File: src/rtl/decoder7_segment.sv
// -----------------------------------------------------------------------------
// decoder7_segment
//
// Registered BCD/hex to seven-segment decoder for one digit of the clock
// display. Each digit position has its own instance.
//
// Parameters:
//   ACTIVE_LOW      1: a segment is lit when its bit is 0 (common-anode board)
//                   0: a segment is lit when its bit is 1
//
// Ports:
//   clk             system clock, rising-edge active
//   rst             asynchronous, active-high reset (output forced "all off")
//   In[3:0]         digit value to display, 0-15
//   blank           1 = all segments off
//   lamp_test       1 = all segments on (overrides blank)
//   segmentDisplay  registered segment drive, bit 0 = a ... bit 6 = g
//
// Build option:
//   DECODER7_HEX_EN defined   -> In 10-15 shows A, b, C, d, E, F
//   DECODER7_HEX_EN undefined -> In 10-15 shows "all off"
// -----------------------------------------------------------------------------
module decoder7_segment #(
    parameter bit ACTIVE_LOW = 1'b1
) (
    input  logic       clk,
    input  logic       rst,
    input  logic [3:0] In,
    input  logic       blank,
    input  logic       lamp_test,
    output logic [6:0] segmentDisplay
);

    // Driven values for the two override states, already in board polarity.
    localparam logic [6:0] ALL_OFF = ACTIVE_LOW ? 7'h7F : 7'h00;

    logic [6:0] digitPattern;  // lit segments for In, active-high sense
    logic [6:0] litPattern;    // lit segments after the overrides
    logic [6:0] nextDisplay;   // litPattern converted to board polarity

    // Glyph lookup, segment order g..a.
    always_comb begin
        // NOTE: default assigned first so every path drives digitPattern and
        // no latch is inferred; it also makes unsupported codes show blank.
        digitPattern = 7'h00;
        unique case (In)
            4'd0:  digitPattern = 7'h3F;
            4'd1:  digitPattern = 7'h06;
            4'd2:  digitPattern = 7'h5B;
            4'd3:  digitPattern = 7'h4F;
            4'd4:  digitPattern = 7'h66;
            4'd5:  digitPattern = 7'h6D;
            4'd6:  digitPattern = 7'h7D;
            4'd7:  digitPattern = 7'h07;
            4'd8:  digitPattern = 7'h7F;
            4'd9:  digitPattern = 7'h6F;
`ifdef DECODER7_HEX_EN
            4'd10: digitPattern = 7'h77;  // A
            4'd11: digitPattern = 7'h7C;  // b
            4'd12: digitPattern = 7'h39;  // C
            4'd13: digitPattern = 7'h5E;  // d
            4'd14: digitPattern = 7'h79;  // E
            4'd15: digitPattern = 7'h71;  // F
`else
            4'd10, 4'd11, 4'd12,
            4'd13, 4'd14, 4'd15: digitPattern = 7'h00;
`endif
        endcase
    end

    // Override priority: lamp_test beats blank beats the decoded digit.
    always_comb begin
        litPattern = digitPattern;
        if (lamp_test) begin
            litPattern = 7'h7F;
        end else if (blank) begin
            litPattern = 7'h00;
        end
        nextDisplay = ACTIVE_LOW ? ~litPattern : litPattern;
    end

    // Output register; reset takes effect without waiting for a clock edge.
    always_ff @(posedge clk or posedge rst) begin
        // NOTE: non-blocking assignment for register state so every flop
        // samples its inputs from before the edge.
        if (rst) begin
            segmentDisplay <= ALL_OFF;
        end else begin
            segmentDisplay <= nextDisplay;
        end
    end

endmodule

File: config.mk
export PLATFORM = sky130hd
export DESIGN_NAME = decoder7_segment
export DESIGN_NICKNAME = d
export VERILOG_FILES = /design/src/rtl/decoder7_segment.sv
export SDC_FILE = /design/constraint.sdc
export NUM_CORES = 1
export LEC_CHECK = 0
export CORE_AREA = 10 10 47 49
export DETAILED_ROUTE_END_ITERATION = 7
export DIE_AREA = 0 0 57 59
export SLEW_MARGIN = 10
export SYNTH_ARGS = -nofsm -noshare
export SYNTH_HDL_FRONTEND = slang
export SYNTH_SLANG_ARGS = --single-unit
File: constraint.sdc
create_clock -name clk -period 1.3 [get_ports clk]
set_input_delay 0.13 -clock clk [delete_from_list [all_inputs] [get_ports clk]]
set_output_delay 0.13 -clock clk [all_outputs]
set_load 0.005 [all_outputs]
=== After elaboration in Yosys (flattened, before gate mapping) ===
Memory sizes are Yosys's and may differ from the RTL's.
Cells that the tools add are included.

* Input port bits: 8
* Bits in writable memories: 0
* Latch bits: 0
* Logic and storage cells: 5
* Memory bits (read-only): 112
* Register bits after elaboration: 7
* Memories: 1

* Multiplexer cells: 2
* Reduce and logical (&&, ||, !) cells: 0
* Eq/ne operators: 0
* Multiply operators: 0
* Bitwise gates (word level): 1
* Divide/modulo/power cells: 0
* Magnitude comparators: 0
* Shift-type cells: 0
* Add/sub/neg operators: 0

{| class="wikitable"
|+ Memories
! name !! words !! width !! read ports !! clocked after memory_dff !! write ports !! RTL line !! RTL
|-
| (no name shown) || 16 || 7 || 1 || 0 || 0 || 46 || <nowiki>unique case (In)</nowiki>
|}

{| class="wikitable"
|+ Operators by type and width
! operator !! count
|-
| $mux W7 || 2
|-
| $not A7 Y7 || 1
|}

=== Logic depth before layout (Yosys ltp) ===
Gate-level depths: netlist of the first run.
An unclocked memory read counts as a cell.

* Depth in word-level cells: 4
* Mapped depth: 5
* Depth with buffers taken out: 5

=== Worst setup path after synthesis of the first run ===
No wires, ideal clock.

* Path kind: input to register
* From: in In[0]
* To: reg segmentDisplay[3]
* Stages on the path: 4
* Setup time: 0.059 ns
* Arrival: 0.718 ns
* Buffers on the path: 0
* Setup slack: 0.523 ns
* Cell sequence: inv_1 ha_1 a21oi_1 a21o_1

* Cells in the longest elaborated chain, start to end: 4

{| class="wikitable"
|+ Ends and longest elaborated chain
! item !! RTL line !! RTL
|-
| start: declaration || 28 || <nowiki>input logic [3:0] In,</nowiki>
|-
| $mem_v2 Z16 W7 || -- ||
|-
| $mux W7 || 76 || <nowiki>end else if (blank) begin</nowiki>
|-
| $mux W7 || 74 || <nowiki>if (lamp_test) begin</nowiki>
|-
| $not A7 Y7 || 79 || <nowiki>nextDisplay = ACTIVE_LOW ? ~litPattern : litPattern;</nowiki>
|-
| named net nextDisplay[3] || 39 || <nowiki>logic [6:0] nextDisplay;</nowiki>
|-
| end signal: assignment || 89 || <nowiki>segmentDisplay <= nextDisplay;</nowiki>
|-
| end: declaration || 31 || <nowiki>output logic [6:0] segmentDisplay</nowiki>
|}

The timed path passes the listed nets, and every way through them passes these cells.

=== Final worst setup path of the first run ===
* From: reg segmentDisplay[2]
* To: out segmentDisplay[2]

No word-level cell between the ends.

==> impl_metrics.env, run 1 <==
export IMPL_hold_class="in -> async"
export IMPL_firstDrtPassIters=2
export IMPL_cts_buffers=3
export IMPL_ys_seq_area_frac=0.4027
export IMPL_antenna_cells=0
export IMPL_synthToLayoutAreaGrowth_pct=40.55
export IMPL_use_met3=0.02790
export IMPL_ys_flop_type="dfstp_2"
export IMPL_largest_register_ffs=7
export IMPL_drt_iter0_drc=4
export IMPL_grt_pass1_wl_um=1587
export IMPL_final_setup_viol_count=0
export IMPL_layout_nets=78
export IMPL_rows=14
export IMPL_grt_overflow=0
export IMPL_use_met2=0.09302
export IMPL_die_width_um=57
export IMPL_rsz0062_at_grt="no"
export IMPL_crit_chain="dlygate4sd2_1"
export IMPL_yosysMostFrequentCell="dfstp_2"
export IMPL_reg_top3="segmentDisplay: 7 flops"
export IMPL_die_area_um2=3363
export IMPL_drive_gt1_frac=0.2656
export IMPL_cts_setup_buffers=0
export IMPL_status="complete, no violations"
export IMPL_pwr_density_cell_nw_per_um2=891.0
export IMPL_tightestPinTransition_ps=299.5
export IMPL_grt_usage=0.06021
export IMPL_synth_edf_count=0
export IMPL_dp_hpwl_um=759.1
export IMPL_fin_crit_sh=0.8560
export IMPL_setup_slack_ps=187.1
export IMPL_wl_um=891
export IMPL_initial_core_util=0.3259
export IMPL_slew_headroom=0.7997
export IMPL_grt_met1_usage=0.05488
export IMPL_syn_nets=57
export IMPL_placed_cells=76
export IMPL_fin_cells=80
export IMPL_timing_fmax_mhz=898.6
export IMPL_cts_resized=7
export IMPL_clockRootBuffer="clkbuf_4"
export IMPL_worstPathMaxFanout=1
export IMPL_hold_buffers=0
export IMPL_first_global_vias=410
export IMPL_viasPerCell=4.738
export IMPL_yosysTopAreaCell="dfstp_2"
export IMPL_drv_slew=0
export IMPL_async_reset_ff_frac=1.000
export IMPL_io_pins=15
export IMPL_die_h_um=59
export IMPL_coreArea_um2=1401
export IMPL_crit_required_ps=1170
export IMPL_vdd_ir_drop_max_v=0.0002571
export IMPL_cp_buffers_inverters=1
export IMPL_antenna_found_initial=0
export IMPL_routedWlPerCell_um=11.14
export IMPL_htreeDepth=1
export IMPL_fillCellCount=151
export IMPL_synth_top_area_frac=0.4027
export IMPL_tritoncts="done"
export IMPL_synth_cells=44
export IMPL_path_delay_family="flip-flops"
export IMPL_cts_sinks=7
export IMPL_syn_area_per_cell_um2=10.38
export IMPL_drc=0
export IMPL_power_mw=0.5719
export IMPL_finalCriticalPeriod_ps=1113
export IMPL_pre_cts_slack_ps=-48.44
export IMPL_place_congestion=0.8030
export IMPL_synth_cell_types=20
export IMPL_grt_busiest_layer="met2"
export IMPL_ys_seq_elements=7
export IMPL_portBuffers=14
export IMPL_netlist_top_cells_count="dfstp_2 (7), ha_1 (5), inv_1 (5)"
export IMPL_vias=379
export IMPL_critPathKind="reg -> out"
export IMPL_clockBufferDepth=2
export IMPL_synth_area_um2=456.7
export IMPL_ys_warn_count=0
export IMPL_critPathMaxStageDelay_ps=510
export IMPL_synth_area_leaders="dfstp_2 (40%), ha_1 (14%), a211oi_1 (4.9%), buf_6 (4.9%), inv_1 (4.1%)"
export IMPL_ant_nets=0
export IMPL_cp_slowest_cell="dfstp_2"
export IMPL_critPathArrivalTime_ps=980
export IMPL_end_kind="output port"
export IMPL_hold_viol_final=0
export IMPL_clkTransAtPathRegs_ps=50
export IMPL_p_leak_nw=0.2961
export IMPL_regMostFlops="segmentDisplay"
export IMPL_cp_start_kind="register"
export IMPL_grt_max_degree=11
export IMPL_max_cap_viol_count=0
## layout make-up
class / instances / area (um2) / area share
repair buffers: 18 / 161.4 / 0.2515
clock buffers: 4 / 26.28 / 0.04094
inverters: 5 / 18.77 / 0.02924
multi-input cells: 30 / 231.5 / 0.3606
well taps: 16 / 20.02 / 0.03119
flip-flops and latches: 7 / 183.9 / 0.2865
## cell families after synthesis
group / after synthesis / synth area share
XOR/XNOR: 1 / 0.01918
buffers and inverters: 7 / 0.09041
adder cells (fa/ha/maj): 5 / 0.1370
AND/OR/NAND/NOR: 12 / 0.1425
flip-flops: 7 / 0.4027
AO/OA/AOI/OAI: 11 / 0.1863
multiplexers: 1 / 0.02192
## cell usage in the layout (no fill, tap or decap)
cell and n:
a221oi_2 1, a21oi_2 1, a211oi_1 3, xor2_1 1, dfstp_2 7, nand2b_1 2, buf_4 4, nor2b_1 1
nand2_1 1, a21oi_1 2, nor2_1 4, nor4b_1 2, o21bai_1 1, o21ai_2 1, clkdlybuf4s50_1 7, a21o_1 1
dlygate4sd2_1 7, inv_1 5, o21ai_0 1, mux2i_1 1, ha_1 5, clkbuf_1 1, nor3_1 2, clkbuf_4 3
## report_power, final
group / internal, mW / total (mW) / switching [mW] / leakage (nW)
sequential: 0.248 / 0.251 / 0.00323 / 0.0734
clock: 0.117 / 0.191 / 0.0741 / 0.0150
combinational: 0.0688 / 0.130 / 0.0611 / 0.208
total: 0.433 / 0.572 / 0.138 / 0.296
## how the worst max path moves through the flow
stage	slack (ps)	to	cells past startpoint	from
finish	190	segmentDisplay[2]	1	segmentDisplay[2]$_DFF_PP1_
CTS	160	segmentDisplay[2]	1	segmentDisplay[2]$_DFF_PP1_
global route	130	segmentDisplay[4]$_DFF_PP1_	6	In[1]
floorplan	520	segmentDisplay[3]$_DFF_PP1_	4	In[0]
detailed placement	-50	segmentDisplay[0]$_DFF_PP1_	5	In[1]
global placement	-40	segmentDisplay[0]$_DFF_PP1_	5	In[1]
## metrics by stage
stage / TNS (ps) / area (um2) / hold slack (ps) / util
detailed placement: -235.6 / 624.3 / 607.0 / 0.4455
CTS: 0 / 641.9 / 342.5 / 0.4580
global route: 0 / 641.9 / 399.0 / 0.4580
finish: 0 / 641.9 / 335.5 / 0.4580
global placement: -120.3 / 624.3 / 604.3 / 0.4455
floorplan: 0 / 456.7 / 150.9 / -
## layer usage
metal / routed length (um) / part of all wire
met5: 0 / 0
met4: 7 / 0.0079
met3: 75 / 0.084
met2: 430 / 0.48
met1: 377 / 0.42
Note: power is estimated with default switching activity, not from simulation.
==> inputs of run 2 (changes only) <==
--- a/config.mk
+++ b/config.mk
@@ -6,6 +6,8 @@
 export NUM_CORES = 1
 export LEC_CHECK = 0
 export CORE_AREA = 10 10 47 49
+export CTS_BUF_LIST = sky130_fd_sc_hd__clkbuf_8
+export CTS_CLUSTER_SIZE = 25
 export DETAILED_ROUTE_END_ITERATION = 7
 export DIE_AREA = 0 0 57 59
 export SLEW_MARGIN = 10
==> run 2 against run 1 <==
Hold slack improved by 23 ps. Critical path depth increased by 4. Die area is the same. Non-clock buffer count unchanged. Sequential power barely moved. Sequential cell count unchanged. Design area up 2.9%. Worst setup slack got worse by 5.8 ps. Combinational power about the same. Clock-buffer cell count shrank 1. Largest power group is now the clock network. Highest routed layer unchanged.
==> impl_metrics.env, run 2 (synthesis gave the netlist of run 1 again) <==
export IMPL_synthToLayoutAreaGrowth_pct=44.66
export IMPL_vdd_ir_drop_max_v=0.0003128
export IMPL_tritoncts="done"
export IMPL_cp_slowest_cell="clkdlybuf4s50_1"
export IMPL_die_h_um=59
export IMPL_dp_hpwl_um=759.1
export IMPL_pwr_density_cell_nw_per_um2=1020
export IMPL_rsz0062_at_grt="no"
export IMPL_path_delay_family="buffers and inverters"
export IMPL_layout_common_cells="clkdlybuf4s50_1 (7), dlygate4sd2_1 (7), dfstp_2 (7), inv_1 (6), ha_1 (5)"
export IMPL_crit_required_ps=1470
export IMPL_status="complete, no violations"
export IMPL_wl_um=897
export IMPL_drc=0
export IMPL_routedWlPerCell_um=11.21
export IMPL_die_area_um2=3363
export IMPL_fillCellCount=147
export IMPL_critPathKind="in -> reg"
export IMPL_cp_start_kind="input port"
export IMPL_antenna_found_initial=0
export IMPL_grt_max_degree=11
export IMPL_timing_fmax_mhz=893.9
export IMPL_drt_iter0_drc=4
export IMPL_cp_startpoint="In[1]"
export IMPL_die_width_um=57
export IMPL_hold_viol_final=0
export IMPL_ant_nets=0
export IMPL_drv_slew=0
export IMPL_vias=387
export IMPL_clockBufferDepth=2
export IMPL_tightestPinTransition_ps=302.7
export IMPL_setup_slack_ps=181.4
export IMPL_initial_core_util=0.3259
export IMPL_cts_sinks=7
export IMPL_placed_cells=76
export IMPL_largest_register_ffs=7
export IMPL_worstPathMaxFanout=3
export IMPL_final_setup_viol_count=0
export IMPL_end_kind="register"
export IMPL_clkTransAtPathRegs_ps=40
export IMPL_fin_crit_sh=0.8605
export IMPL_slew_headroom=0.7976
export IMPL_rows=14
export IMPL_coreArea_um2=1401
export IMPL_clockRootBuffer="clkbuf_8"
export IMPL_pre_cts_slack_ps=-48.44
export IMPL_cp_buffers_inverters=2
export IMPL_cts_setup_buffers=0
export IMPL_p_leak_nw=0.3080
export IMPL_regMostFlops="segmentDisplay"
export IMPL_hold_class="in -> async"
export IMPL_finalCriticalPeriod_ps=1119
export IMPL_critPathArrivalTime_ps=1290
export IMPL_cts_buffers=3
export IMPL_max_cap_viol_count=0
export IMPL_viasPerCell=4.838
export IMPL_htreeDepth=1
export IMPL_fin_cells=80
export IMPL_portBuffers=14
export IMPL_grt_usage=0.06021
export IMPL_antenna_cells=0
export IMPL_grt_overflow=0
export IMPL_place_congestion=0.8030
export IMPL_firstDrtPassIters=3
export IMPL_crit_chain="clkdlybuf4s50_1 -> inv_1 -> ha_1 -> a21oi_1 -> a21o_1"
export IMPL_reg_top3="segmentDisplay: 7 flops"
export IMPL_first_global_vias=410
export IMPL_io_pins=15
export IMPL_layout_nets=78
export IMPL_drive_gt1_frac=0.2656
export IMPL_critPathMaxStageDelay_ps=500
export IMPL_grt_pass1_wl_um=1587
export IMPL_hold_ws_ps=358.7
-- run 2: stage by stage --
stage / utilization / setup TNS (ps) / area [um2] / power (mW)
after floorplan: - / 0 / 456.7 / 0.3203
after global placement: 0.4455 / -120.3 / 624.3 / 0.3985
after detailed placement: 0.4455 / -235.6 / 624.3 / 0.3993
after CTS: 0.4714 / 0 / 660.6 / 0.6872
after global routing: 0.4714 / 0 / 660.6 / 0.7089
final: 0.4714 / 0 / 660.6 / 0.6737
-- run 2: timing repair --
action	CTS	global route
hold buffers	0	0
setup endpoints to repair	7	0
resized for setup	7	0
-- run 2: final timing paths --
kind                                          endpoint  cells after the start
setup / recovery           segmentDisplay[3]$_DFF_PP1_                      5
hold / removal             segmentDisplay[1]$_DFF_PP1_                      2
max in group asynchronous  segmentDisplay[4]$_DFF_PP1_                      2
min in group clk           segmentDisplay[6]$_DFF_PP1_                      2
-- run 2: power breakdown --
| part | switching (mW) | internal (mW) |
|---|---|---|
| Sequential | 0.00321 | 0.249 |
| Clock | 0.0887 | 0.204 |
| Combinational | 0.0609 | 0.0688 |
| Total | 0.153 | 0.521 |
-- run 2: cell type report --
type,count,area [um2],share of cell area
multi-input combinational,30,231.5,0.3504
sequential,7,183.9,0.2784
timing repair buffer,18,161.4,0.2443
clock buffer,3,41.29,0.06250
tap,16,20.02,0.03030
inverter,5,18.77,0.02841
clock inverter,1,3.754,0.005682
-- run 2: per-layer routing --
metal  part of all wire  wire (um)  vias up  GRT usage
met5                  0          0        -          0
met4              0.042         38        0    0.06711
met3              0.099         89        5    0.02790
met2               0.43        390       18    0.09302
met1               0.42        378      174    0.05488
li1                   -          -      190          -
==> inputs of run 3 (changes only) <==
--- a/config.mk
+++ b/config.mk
@@ -10,6 +10,7 @@
 export CTS_CLUSTER_SIZE = 25
 export DETAILED_ROUTE_END_ITERATION = 7
 export DIE_AREA = 0 0 57 59
+export PLACE_DENSITY = 0.65
 export SLEW_MARGIN = 10
 export SYNTH_ARGS = -nofsm -noshare
 export SYNTH_HDL_FRONTEND = slang
==> constraint.sdc (replaced) <==
create_clock -name clk -period 0.97 [get_ports clk]
set_input_delay 0.097 -clock clk [delete_from_list [all_inputs] [get_ports clk]]
set_output_delay 0.097 -clock clk [all_outputs]
set_load 0.005 [all_outputs]
==> run 3 against run 2 <==
Design area rose by 11%. Largest cell class unchanged. Die area unchanged. Clock-buffer cell count stayed put. Non-clock buffer count rose by 2. Combinational power increased by 65%. Sequential cell count is the same. Global-route usage rose by 0.98 points.
==> impl_metrics.env, run 3 (synthesis gave the netlist of run 1 again) <==
export IMPL_reg_top3="segmentDisplay: 7 flops"
export IMPL_hold_depth=3
export IMPL_first_global_vias=424
export IMPL_rsz0062_at_grt="no"
export IMPL_rows=14
export IMPL_drv_slew=0
export IMPL_htreeDepth=1
export IMPL_grt_overflow=0
export IMPL_ant_nets=0
export IMPL_die_area_um2=3363
export IMPL_initial_core_util=0.3259
export IMPL_largest_register_ffs=7
export IMPL_end_kind="output port"
export IMPL_antenna_cells=0
export IMPL_vdd_ir_drop_max_v=0.0004132
export IMPL_power_mw=0.9332
export IMPL_crit_chain="buf_6"
export IMPL_vias=383
export IMPL_fin_crit_sh=0.9623
export IMPL_clockBufferDepth=2
export IMPL_p_leak_nw=0.3440
export IMPL_slew_headroom=0.7371
export IMPL_final_common_cell="dfstp_2"
export IMPL_regMostFlops="segmentDisplay"
export IMPL_drive_gt1_frac=0.5606
export IMPL_grt_usage=0.07003
export IMPL_clockRootBuffer="clkbuf_8"
export IMPL_io_pins=15
export IMPL_die_width_um=57
export IMPL_cp_start_kind="register"
export IMPL_tightestPinTransition_ps=394.3
export IMPL_synthToLayoutAreaGrowth_pct=60.55
export IMPL_worstPathMaxFanout=1
export IMPL_cp_slowest_cell="dfstp_2"
export IMPL_min_delay_start="blank"
export IMPL_viasPerCell=4.671
export IMPL_clkTransAtPathRegs_ps=40
export IMPL_dp_hpwl_um=762.8
export IMPL_finalCriticalPeriod_ps=933.4
export IMPL_hold_path_end="segmentDisplay[4]$_DFF_PP1_"
export IMPL_portBuffers=14
export IMPL_crit_required_ps=870
export IMPL_wl_um=1131
export IMPL_critPathArrivalTime_ps=840
export IMPL_coreArea_um2=1401
export IMPL_timing_fmax_mhz=1071
export IMPL_cts_buffers=3
export IMPL_final_setup_viol_count=0
export IMPL_drc=0
export IMPL_max_cap_viol_count=0
export IMPL_hold_class="in -> reg"
export IMPL_grt_pass1_wl_um=1869
export IMPL_cts_setup_buffers=0
export IMPL_drt_iter0_drc=0
export IMPL_antenna_found_initial=0
export IMPL_tritoncts="done"
export IMPL_fillCellCount=134
export IMPL_routedWlPerCell_um=13.79
export IMPL_path_delay_family="flip-flops"
export IMPL_cp_buffers_inverters=1
export IMPL_critPathMaxStageDelay_ps=530
export IMPL_hold_ws_ps=333.5
export IMPL_firstDrtPassIters=1
export IMPL_status="complete, no violations"
export IMPL_layout_common_cells="dfstp_2 (7), buf_2 (6), inv_1 (4), buf_6 (4)"
export IMPL_hold_viol_final=0
export IMPL_cts_sinks=7
export IMPL_critPathKind="reg -> out"
export IMPL_die_h_um=59
export IMPL_place_congestion=0.8168
export IMPL_layout_nets=80
export IMPL_grt_max_degree=11
export IMPL_pwr_density_cell_nw_per_um2=1273
==> run 3: worst max-delay path by stage <==
stage | from | to | slack [ps] | cells past startpoint
3_5_place_dp | In[1] | segmentDisplay[3]$_DFF_PP1_ | -370 | 5
3_3_place_gp | In[1] | segmentDisplay[5]$_DFF_PP1_ | -330 | 5
2_1_floorplan | In[0] | segmentDisplay[3]$_DFF_PP1_ | 230 | 4
4_1_cts | blank | segmentDisplay[6]$_DFF_PP1_ | 10 | 3
6_report | segmentDisplay[3]$_DFF_PP1_ | segmentDisplay[3] | 40 | 1
5_1_grt | segmentDisplay[3]$_DFF_PP1_ | segmentDisplay[3] | 7 | 1
==> run 3: metrics by stage <==
step	TNS (ps)	setup slack [ps]	area, um2	instances	utilization
after floorplan	0	226.1	456.7	44	-
after global placement	-2964	-332.6	631.9	77	0.4509
after detailed placement	-3120	-370.6	631.9	77	0.4509
after CTS	0	13.79	684.4	81	0.4884
after global routing	0	6.999	733.2	82	0.5232
final	0	36.56	733.2	82	0.5232
==> run 3: what timing repair did <==
action	4_1_cts	5_1_grt
hold buffers	0	0
gates cloned	0	1
pin swaps	4	1
endpoints found under the hold margin	0	0
resized for setup	41	11
endpoints found under the setup margin	14	7
==> run 3: per-layer routing <==
metal  track usage  part of all wire  vias up  wire (um)
li1              -                 -      192          -
met1       0.07618              0.39      176        438
met2        0.1008              0.50       13        571
met3       0.03219             0.086        2         97
met4       0.06040             0.020        0         23
met5             0                 0        -          0
==> run 3: power breakdown <==
| group | internal, mW | switching [mW] | total, mW |
|---|---|---|---|
| combinational | 0.108 | 0.106 | 0.214 |
| sequential | 0.333 | 0.00566 | 0.339 |
| clock | 0.272 | 0.108 | 0.380 |
==> run 3: layout make-up <==
class	count	area (um2)	share of cell area
Multi-Input combinational cell	30	296.5	0.4044
Sequential cell	7	183.9	0.2509
Timing Repair Buffer	20	168.9	0.2304
Clock buffer	3	41.29	0.05631
Tap cell	16	20.02	0.02730
Inverter	5	18.77	0.02560
Clock inverter	1	3.754	0.005119
